<file path="src/rtl/stim_pattern_gen_pkg.sv">
// Shared definitions for the stimulus pattern generator.
// Contents:
//   mode_e        - pattern source encodings latched at start
//   state_e       - sequencing FSM states
//   SEED_DEFAULT  - default LFSR seed
//   LFSR_TAPS     - feedback tap mask (bits 0,2,3,5) for the 16-bit LFSR
//   lfsr_step()   - one advance of the right-shifting LFSR
package stim_pattern_gen_pkg;

  typedef enum logic [1:0] {
    MODE_INC  = 2'd0,
    MODE_LFSR = 2'd1,
    MODE_WALK = 2'd2,
    MODE_ZERO = 2'd3
  } mode_e;

  typedef enum logic [1:0] {
    ST_IDLE = 2'd0,
    ST_RUN  = 2'd1,
    ST_DONE = 2'd2
  } state_e;

  localparam logic [15:0] SEED_DEFAULT = 16'hACE1;
  localparam logic [15:0] LFSR_TAPS    = 16'h002D;

  // Feedback is the XOR of the tapped bits, shifted in at the MSB.
  function automatic logic [15:0] lfsr_step(input logic [15:0] s);
    lfsr_step = {^(s & LFSR_TAPS), s[15:1]};
  endfunction

endpackage

</file>
<file path="src/rtl/stim_pattern_gen_if.sv">
// Vector stream interface between the stimulus generator and its consumer.
// Signals:
//   out_valid  - current vector is valid (master drives)
//   out_ready  - consumer accepts the current vector (slave drives)
//   in_a/b/c   - vector fields, {in_a,in_b,in_c} forms the pattern word
// Modports: master (generator side), slave (consumer side).
interface stim_pattern_gen_if #(
  parameter int A_W = 3
);

  logic           out_valid;
  logic           out_ready;
  logic [A_W-1:0] in_a;
  logic           in_b;
  logic           in_c;

  modport master (
    output out_valid, in_a, in_b, in_c,
    input  out_ready
  );

  modport slave (
    input  out_valid, in_a, in_b, in_c,
    output out_ready
  );

endinterface

</file>
<file path="src/rtl/stim_lfsr16.sv">
// 16-bit right-shifting Fibonacci LFSR.
// Ports:
//   clk      - rising-edge clock
//   reset_1  - asynchronous active-low reset, state returns to SEED
//   load     - synchronous reload of SEED (has priority over adv)
//   adv      - advance one step
//   state    - current LFSR contents
module stim_lfsr16
  import stim_pattern_gen_pkg::*;
#(
  parameter logic [15:0] SEED = SEED_DEFAULT
) (
  input  logic        clk,
  input  logic        reset_1,
  input  logic        load,
  input  logic        adv,
  output logic [15:0] state
);

  always_ff @(posedge clk or negedge reset_1) begin
    if (!reset_1) begin
      state <= SEED;
    end else if (load) begin
      state <= SEED;
    end else if (adv) begin
      state <= lfsr_step(state);
    end
  end

endmodule

</file>
<file path="src/rtl/stim_pattern_gen.sv">
// Stimulus pattern generator: emits num_vec vectors {in_a,in_b,in_c} on a
// valid/ready stream, sourced from an incrementing count, an LFSR, a
// walking one, or all-zero.
// Ports:
//   clk, reset_1     - clock and asynchronous active-low reset
//   start            - begin a run (honoured only while idle)
//   num_vec, mode    - run length and pattern source, latched at start
//   vec              - vector stream (master side)
//   busy             - run in progress
//   done             - one-cycle pulse at end of run
//   vec_cnt          - handshakes completed in the current or last run
module stim_pattern_gen
  import stim_pattern_gen_pkg::*;
#(
  parameter int          A_W   = 3,
  parameter int          CNT_W = 16,
  parameter logic [15:0] SEED  = SEED_DEFAULT
) (
  input  logic             clk,
  input  logic             reset_1,
  input  logic             start,
  input  logic [CNT_W-1:0] num_vec,
  input  logic [1:0]       mode,
  stim_pattern_gen_if.master vec,
  output logic             busy,
  output logic             done,
  output logic [CNT_W-1:0] vec_cnt
);

  localparam int             P_W       = A_W + 2;
  localparam logic [P_W-1:0] WALK_INIT = P_W'(1);

  state_e           state, state_n;
  logic             valid, valid_n;
  logic [P_W-1:0]   pat, pat_n;
  logic             busy_n, done_n;
  logic [CNT_W-1:0] cnt_n;
  logic [CNT_W-1:0] num_lat, num_n;
  mode_e            mode_lat, mode_n;
  // One-hot walking position, rotated per handshake so the walk needs no
  // modulo of the index.
  logic [P_W-1:0]   walk, walk_n;
  logic             lfsr_load, lfsr_adv;
  logic [15:0]      lfsr_state;

  stim_lfsr16 #(.SEED(SEED)) u_lfsr (
    .clk     (clk),
    .reset_1 (reset_1),
    .load    (lfsr_load),
    .adv     (lfsr_adv),
    .state   (lfsr_state)
  );

  function automatic logic [P_W-1:0] pattern(input mode_e m,
                                             input logic [CNT_W-1:0] idx,
                                             input logic [15:0] l,
                                             input logic [P_W-1:0] w);
    logic [P_W-1:0] p;
    case (m)
      MODE_INC:  p = idx[P_W-1:0];
      MODE_LFSR: p = l[P_W-1:0];
      MODE_WALK: p = w;
      default:   p = '0;
    endcase
    return p;
  endfunction

  always_comb begin
    state_n   = state;
    valid_n   = valid;
    pat_n     = pat;
    busy_n    = busy;
    done_n    = 1'b0;
    cnt_n     = vec_cnt;
    num_n     = num_lat;
    mode_n    = mode_lat;
    walk_n    = walk;
    lfsr_load = 1'b0;
    lfsr_adv  = 1'b0;
    case (state)
      ST_IDLE: begin
        if (start) begin
          lfsr_load = 1'b1;
          cnt_n     = '0;
          if (num_vec == '0) begin
            done_n  = 1'b1;
            state_n = ST_DONE;
          end else begin
            num_n   = num_vec;
            mode_n  = mode_e'(mode);
            walk_n  = WALK_INIT;
            pat_n   = pattern(mode_e'(mode), '0, SEED, WALK_INIT);
            valid_n = 1'b1;
            busy_n  = 1'b1;
            state_n = ST_RUN;
          end
        end
      end
      ST_RUN: begin
        if (valid && vec.out_ready) begin
          lfsr_adv = 1'b1;
          cnt_n    = vec_cnt + 1'b1;
          walk_n   = {walk[P_W-2:0], walk[P_W-1]};
          if (cnt_n == num_lat) begin
            valid_n = 1'b0;
            busy_n  = 1'b0;
            done_n  = 1'b1;
            state_n = ST_DONE;
          end else begin
            // Next vector loads on the same edge: back-to-back transfers.
            pat_n = pattern(mode_lat, cnt_n, lfsr_step(lfsr_state), walk_n);
          end
        end
      end
      ST_DONE: state_n = ST_IDLE;
      default: state_n = ST_IDLE;
    endcase
  end

  always_ff @(posedge clk or negedge reset_1) begin
    if (!reset_1) begin
      state    <= ST_IDLE;
      valid    <= 1'b0;
      pat      <= '0;
      busy     <= 1'b0;
      done     <= 1'b0;
      vec_cnt  <= '0;
      num_lat  <= '0;
      mode_lat <= MODE_INC;
      walk     <= WALK_INIT;
    end else begin
      state    <= state_n;
      valid    <= valid_n;
      pat      <= pat_n;
      busy     <= busy_n;
      done     <= done_n;
      vec_cnt  <= cnt_n;
      num_lat  <= num_n;
      mode_lat <= mode_n;
      walk     <= walk_n;
    end
  end

  assign vec.out_valid = valid;
  assign {vec.in_a, vec.in_b, vec.in_c} = pat;

endmodule

</file>
<file path="src/flat_wrapper.sv">
// flat-port wrapper written by rule: the top's interface ports become plain ports
module stim_pattern_gen_flat import stim_pattern_gen_pkg::*;
#(
  parameter int          A_W   = 3,
  parameter int          CNT_W = 16,
  parameter logic [15:0] SEED  = SEED_DEFAULT
)
  (clk, reset_1, start, num_vec, mode, busy, done, vec_cnt, vec_out_valid, vec_in_a, vec_in_b, vec_in_c, vec_out_ready);
  stim_pattern_gen_if #(.A_W(A_W)) vec_i ();
  input  logic clk;
  input  logic reset_1;
  input  logic start;
  input  logic [CNT_W-1:0] num_vec;
  input  logic [1:0] mode;
  output logic busy;
  output logic done;
  output logic [CNT_W-1:0] vec_cnt;
  output wire logic [$bits(vec_i.out_valid)-1:0] vec_out_valid;
  output wire logic [$bits(vec_i.in_a)-1:0] vec_in_a;
  output wire logic [$bits(vec_i.in_b)-1:0] vec_in_b;
  output wire logic [$bits(vec_i.in_c)-1:0] vec_in_c;
  input wire logic [$bits(vec_i.out_ready)-1:0] vec_out_ready;
  assign vec_out_valid = vec_i.out_valid;
  assign vec_in_a = vec_i.in_a;
  assign vec_in_b = vec_i.in_b;
  assign vec_in_c = vec_i.in_c;
  assign vec_i.out_ready = vec_out_ready;
  stim_pattern_gen #(.A_W(A_W), .CNT_W(CNT_W), .SEED(SEED)) u_core (.clk(clk), .reset_1(reset_1), .start(start), .num_vec(num_vec), .mode(mode), .vec(vec_i), .busy(busy), .done(done), .vec_cnt(vec_cnt));
endmodule
</file>
<file path="config.mk">
export PLATFORM = sky130hd
export DESIGN_NAME = stim_pattern_gen_flat
export DESIGN_NICKNAME = d
export VERILOG_FILES = /design/src/rtl/stim_pattern_gen_pkg.sv /design/src/rtl/stim_pattern_gen_if.sv /design/src/rtl/stim_lfsr16.sv /design/src/rtl/stim_pattern_gen.sv /design/src/flat_wrapper.sv
export SDC_FILE = /design/constraint.sdc
export NUM_CORES = 1
export LEC_CHECK = 0
export CORE_MARGIN = 8
export CORE_UTILIZATION = 55
export CTS_CLUSTER_DIAMETER = 80
export DETAILED_ROUTE_END_ITERATION = 7
export MAX_ROUTING_LAYER = met4
export PLACE_DENSITY = 0.8
export SYNTH_ARGS = -nofsm -noshare
export SYNTH_HDL_FRONTEND = slang
export SYNTH_HIERARCHICAL = 1
export SYNTH_SLANG_ARGS = --single-unit
export TNS_END_PERCENT = 20
</file>
<file path="constraint.sdc">
create_clock -name clk -period 3.1 [get_ports clk]
set_input_delay 0.775 -clock clk [delete_from_list [all_inputs] [get_ports clk]]
set_output_delay 0.775 -clock clk [all_outputs]
set_load 0.01 [all_outputs]
</file>
==> impl_metrics.ini <==
[critical_path]
cp.arrival_ns = 3.20
crit_chain = ha_1, xnor2_1, xnor2_1, a2111oi_0, nand4bb_1, nor4b_4, nor2_1, a22o_1
rr_worst_depth = 8
criticalPathCategory = register to register
crit_required_ns = 3.32
crit_path_end_kind = register
cpMostUsedCell = xnor2_1
crit_fanout = 7
start_kind = register
cp_slowest_cell = a2111oi_0
worstReg2RegEnd = u_core/pat[2]$_DFFE_PN0P_
path_delay_family = compound AO/OA/AOI/OAI gates
max_stage_delay_ns = 0.62
reg2reg_slack_ns = 0.12
r2r_start = u_core/vec_cnt[1]$_DFFE_PN0P_
path_buf_inv = 0

[routing]
drtPass1Iterations = 4
drt_wl_total_um = 8120
drt_iter0_drc = 255
ant_nets = 0
wl_per_cell_um = 17.2
vias = 2819
drc = 0
via_per_inst = 5.99

[power]
power_density_nw_per_um2 = 808
cellLeakagePower_nw = 1.78
total_power_mw = 3.40
vdd.ir_drop.worst_mv = 0.527

[sta]
finalSetupViolCount = 0
setup_ws_ns = 0.118
clock_skew_ns = 0.00551
min_period_over_period_pct = 96.2
hold_viol = 0
finalCriticalPeriod_ns = 2.98
tightest_slew_ns = 0.664
holdWs_ns = 0.433
rsz0062_at_grt = no
drv_slew = 0
relSlewSlack_pct = 54.6
fmax_ghz = 0.335
final.setup.tns_ns = 0

[global_routing]
antenna_found_initial = 0
grt_use_total_pct = 19.6
grt_pass1_wl_um = 13700
first_global_vias = 2807
grt_max_degree = 65
overflow = 0

[floorplan]
die_x_um = 95.5
die_area_um2 = 9110
core_um2 = 6240
io_pins = 46
die_h_um = 95.5
fp-row-count = 29
start_util_pct = 55.6

[synthesis]
synth_fp_nets = 366
yosysTopAreaCell = dfrtp_1
synthDistinctLibCells = 58
syn-instance-count = 343
async_flop_share_pct = 100
synth_most_common_cell = dfrtp_1
seq_area_frac_synth_pct = 46.5
netlist.area_leader.share_pct = 39.6
synth_area_um2 = 3470
synth_edf_count = 0
synth-main-ff-cell = dfrtp_1
ys_seq_elements = 64
yosys_warnings = 6
synth.top_cells.by_count = dfrtp_1, nand2_1, nor2_1
synthTopCellsByArea = dfrtp_1, dfstp_2, mux2_2
post_synth.cell_area_avg_um2 = 10.1

[clock_tree]
ctsResizeCount = 0
cts_max_level = 3
clk_path_buf_depth = 2
cts_buffers = 9
cts-root-buf = clkbuf_8
cts_setup_buffers = 0
cts_tree = done
clk_pin_slew_ns = 0.07
clk_latency_ns = 0.33
cts_num_sinks = 64
holdBufCountCts = 0

[cells_and_area]
drive_gt1_share_pct = 16.0
nets = 412
fill_cells = 481
area_growth_pct = 21.4
num_antenna_cells = 0
stdcell_count = 471

[job]
cap_violations = 0

[place]
portBuffers = 45
gp_congestion = 0.838
hpwl_um = 5920
post-place-ws_ns = 0.211
placedCellCount = 455

[status]
status = finished, final reports clean

[worst_hold_path]
hold_path_class = primary input to async pin
## routing by layer
metal  global-route usage [%]  wire (µm)  up-vias
met5                        -          0        -
met4                     9.09        160        0
met3                     4.02        440       16
met2                     29.5       3880       95
met1                     24.9       3640     1378
li1                         -          -     1330
## through the flow
stage	cell area (µm²)	util [%]
floorplan	3470	-
global placement	4010	64.2
detailed placement	4010	64.2
CTS	4220	67.5
global route	4220	67.5
finish	4220	67.5
## where the power goes
| part | leakage (nW) | switching (mW) | internal [mW] | total, mW |
|---|---|---|---|---|
| logic | 0.862 | 0.586 | 0.645 | 1.23 |
| clock network | 0.103 | 0.317 | 0.417 | 0.734 |
| registers | 0.812 | 0.279 | 1.16 | 1.44 |
| total | 1.78 | 1.18 | 2.22 | 3.40 |
## layout make-up
class / count / area [µm²] / share of cell area, %
clock inverters: 4 / 51.3 / 1.22
inverters: 8 / 30.0 / 0.712
flip-flops and latches: 64 / 1610 / 38.3
repair buffers: 56 / 553 / 13.1
well taps: 77 / 96.3 / 2.29
clock buffers: 12 / 155 / 3.68
multi-input cells: 250 / 1720 / 40.7
## kinds of logic after synthesis
group | after synthesis | share of synthesized area (%)
compound gates | 71 | 13.8
xor+xnor | 26 | 6.56
mux | 35 | 10.7
fa+ha+maj | 1 | 0.360
simple gates | 117 | 18.0
buf+inv | 29 | 4.11
flops | 64 | 46.5
## cells in the final DEF (no fill, tap or decap), types with 2 or more instances in the layout
cell type         n
nor2b_1           4
nand3_1          13
nor2_1           29
o31ai_1           4
nor3b_1           3
dfrtp_1          55
nand4_1           5
a211o_1           2
a31oi_1           2
and4_1            3
mux2_2           18
xor2_1            9
mux2i_1          17
a21oi_1           8
xnor2_1          17
buf_12            2
nor4_1            8
or2_2             2
nor3_1            5
o21ai_0          28
clkdlybuf4s50_1  44
and3_1            3
inv_1             8
o22ai_1           2
a22o_1            9
clkbuf_8         11
a2111oi_0         2
dfstp_2           9
nand2_1          32
buf_4             9
## worst reg2reg max path, delay by kind of cell (launching register included)
family | cells | cell delay [ns]
AO/OA/AOI/OAI | 2 | 0.88
XOR/XNOR | 2 | 0.39
adder cells (fa/ha/maj) | 1 | 0.30
flip-flops | 1 | 0.45
AND/OR/NAND/NOR | 3 | 0.86
## sequential cells by signal (all words and copies together) (netlist names)
| name | count |
|---|---|
| u_core/vec.out_valid | 1 |
| u_core/pat | 5 |
| u_core/state | 2 |
| u_core/done | 1 |
| u_core/walk | 5 |
| u_core/num_lat | 16 |
| u_core/u_lfsr/state | 16 |
| u_core/vec_cnt | 16 |
| u_core/mode_lat | 2 |
## how the worst max path moves through the flow
stage | from | endpoint | slack, ns | cells after the start
after CTS | u_core/vec_cnt[1]$_DFFE_PN0P_ | u_core/pat[2]$_DFFE_PN0P_ | 0.19 | 8
after detailed placement | u_core/vec_cnt[1]$_DFFE_PN0P_ | u_core/pat[2]$_DFFE_PN0P_ | 0.21 | 8
after global placement | u_core/vec_cnt[1]$_DFFE_PN0P_ | u_core/pat[2]$_DFFE_PN0P_ | 0.29 | 8
after global routing | u_core/vec_cnt[1]$_DFFE_PN0P_ | u_core/pat[2]$_DFFE_PN0P_ | 0.02 | 8
after floorplan | u_core/vec_cnt[1]$_DFFE_PN0P_ | u_core/vec.out_valid$_DFFE_PN0P_ | 0.49 | 8
final | u_core/vec_cnt[1]$_DFFE_PN0P_ | u_core/pat[2]$_DFFE_PN0P_ | 0.12 | 8
No activity file was read; power rests on OpenSTA's default activity.
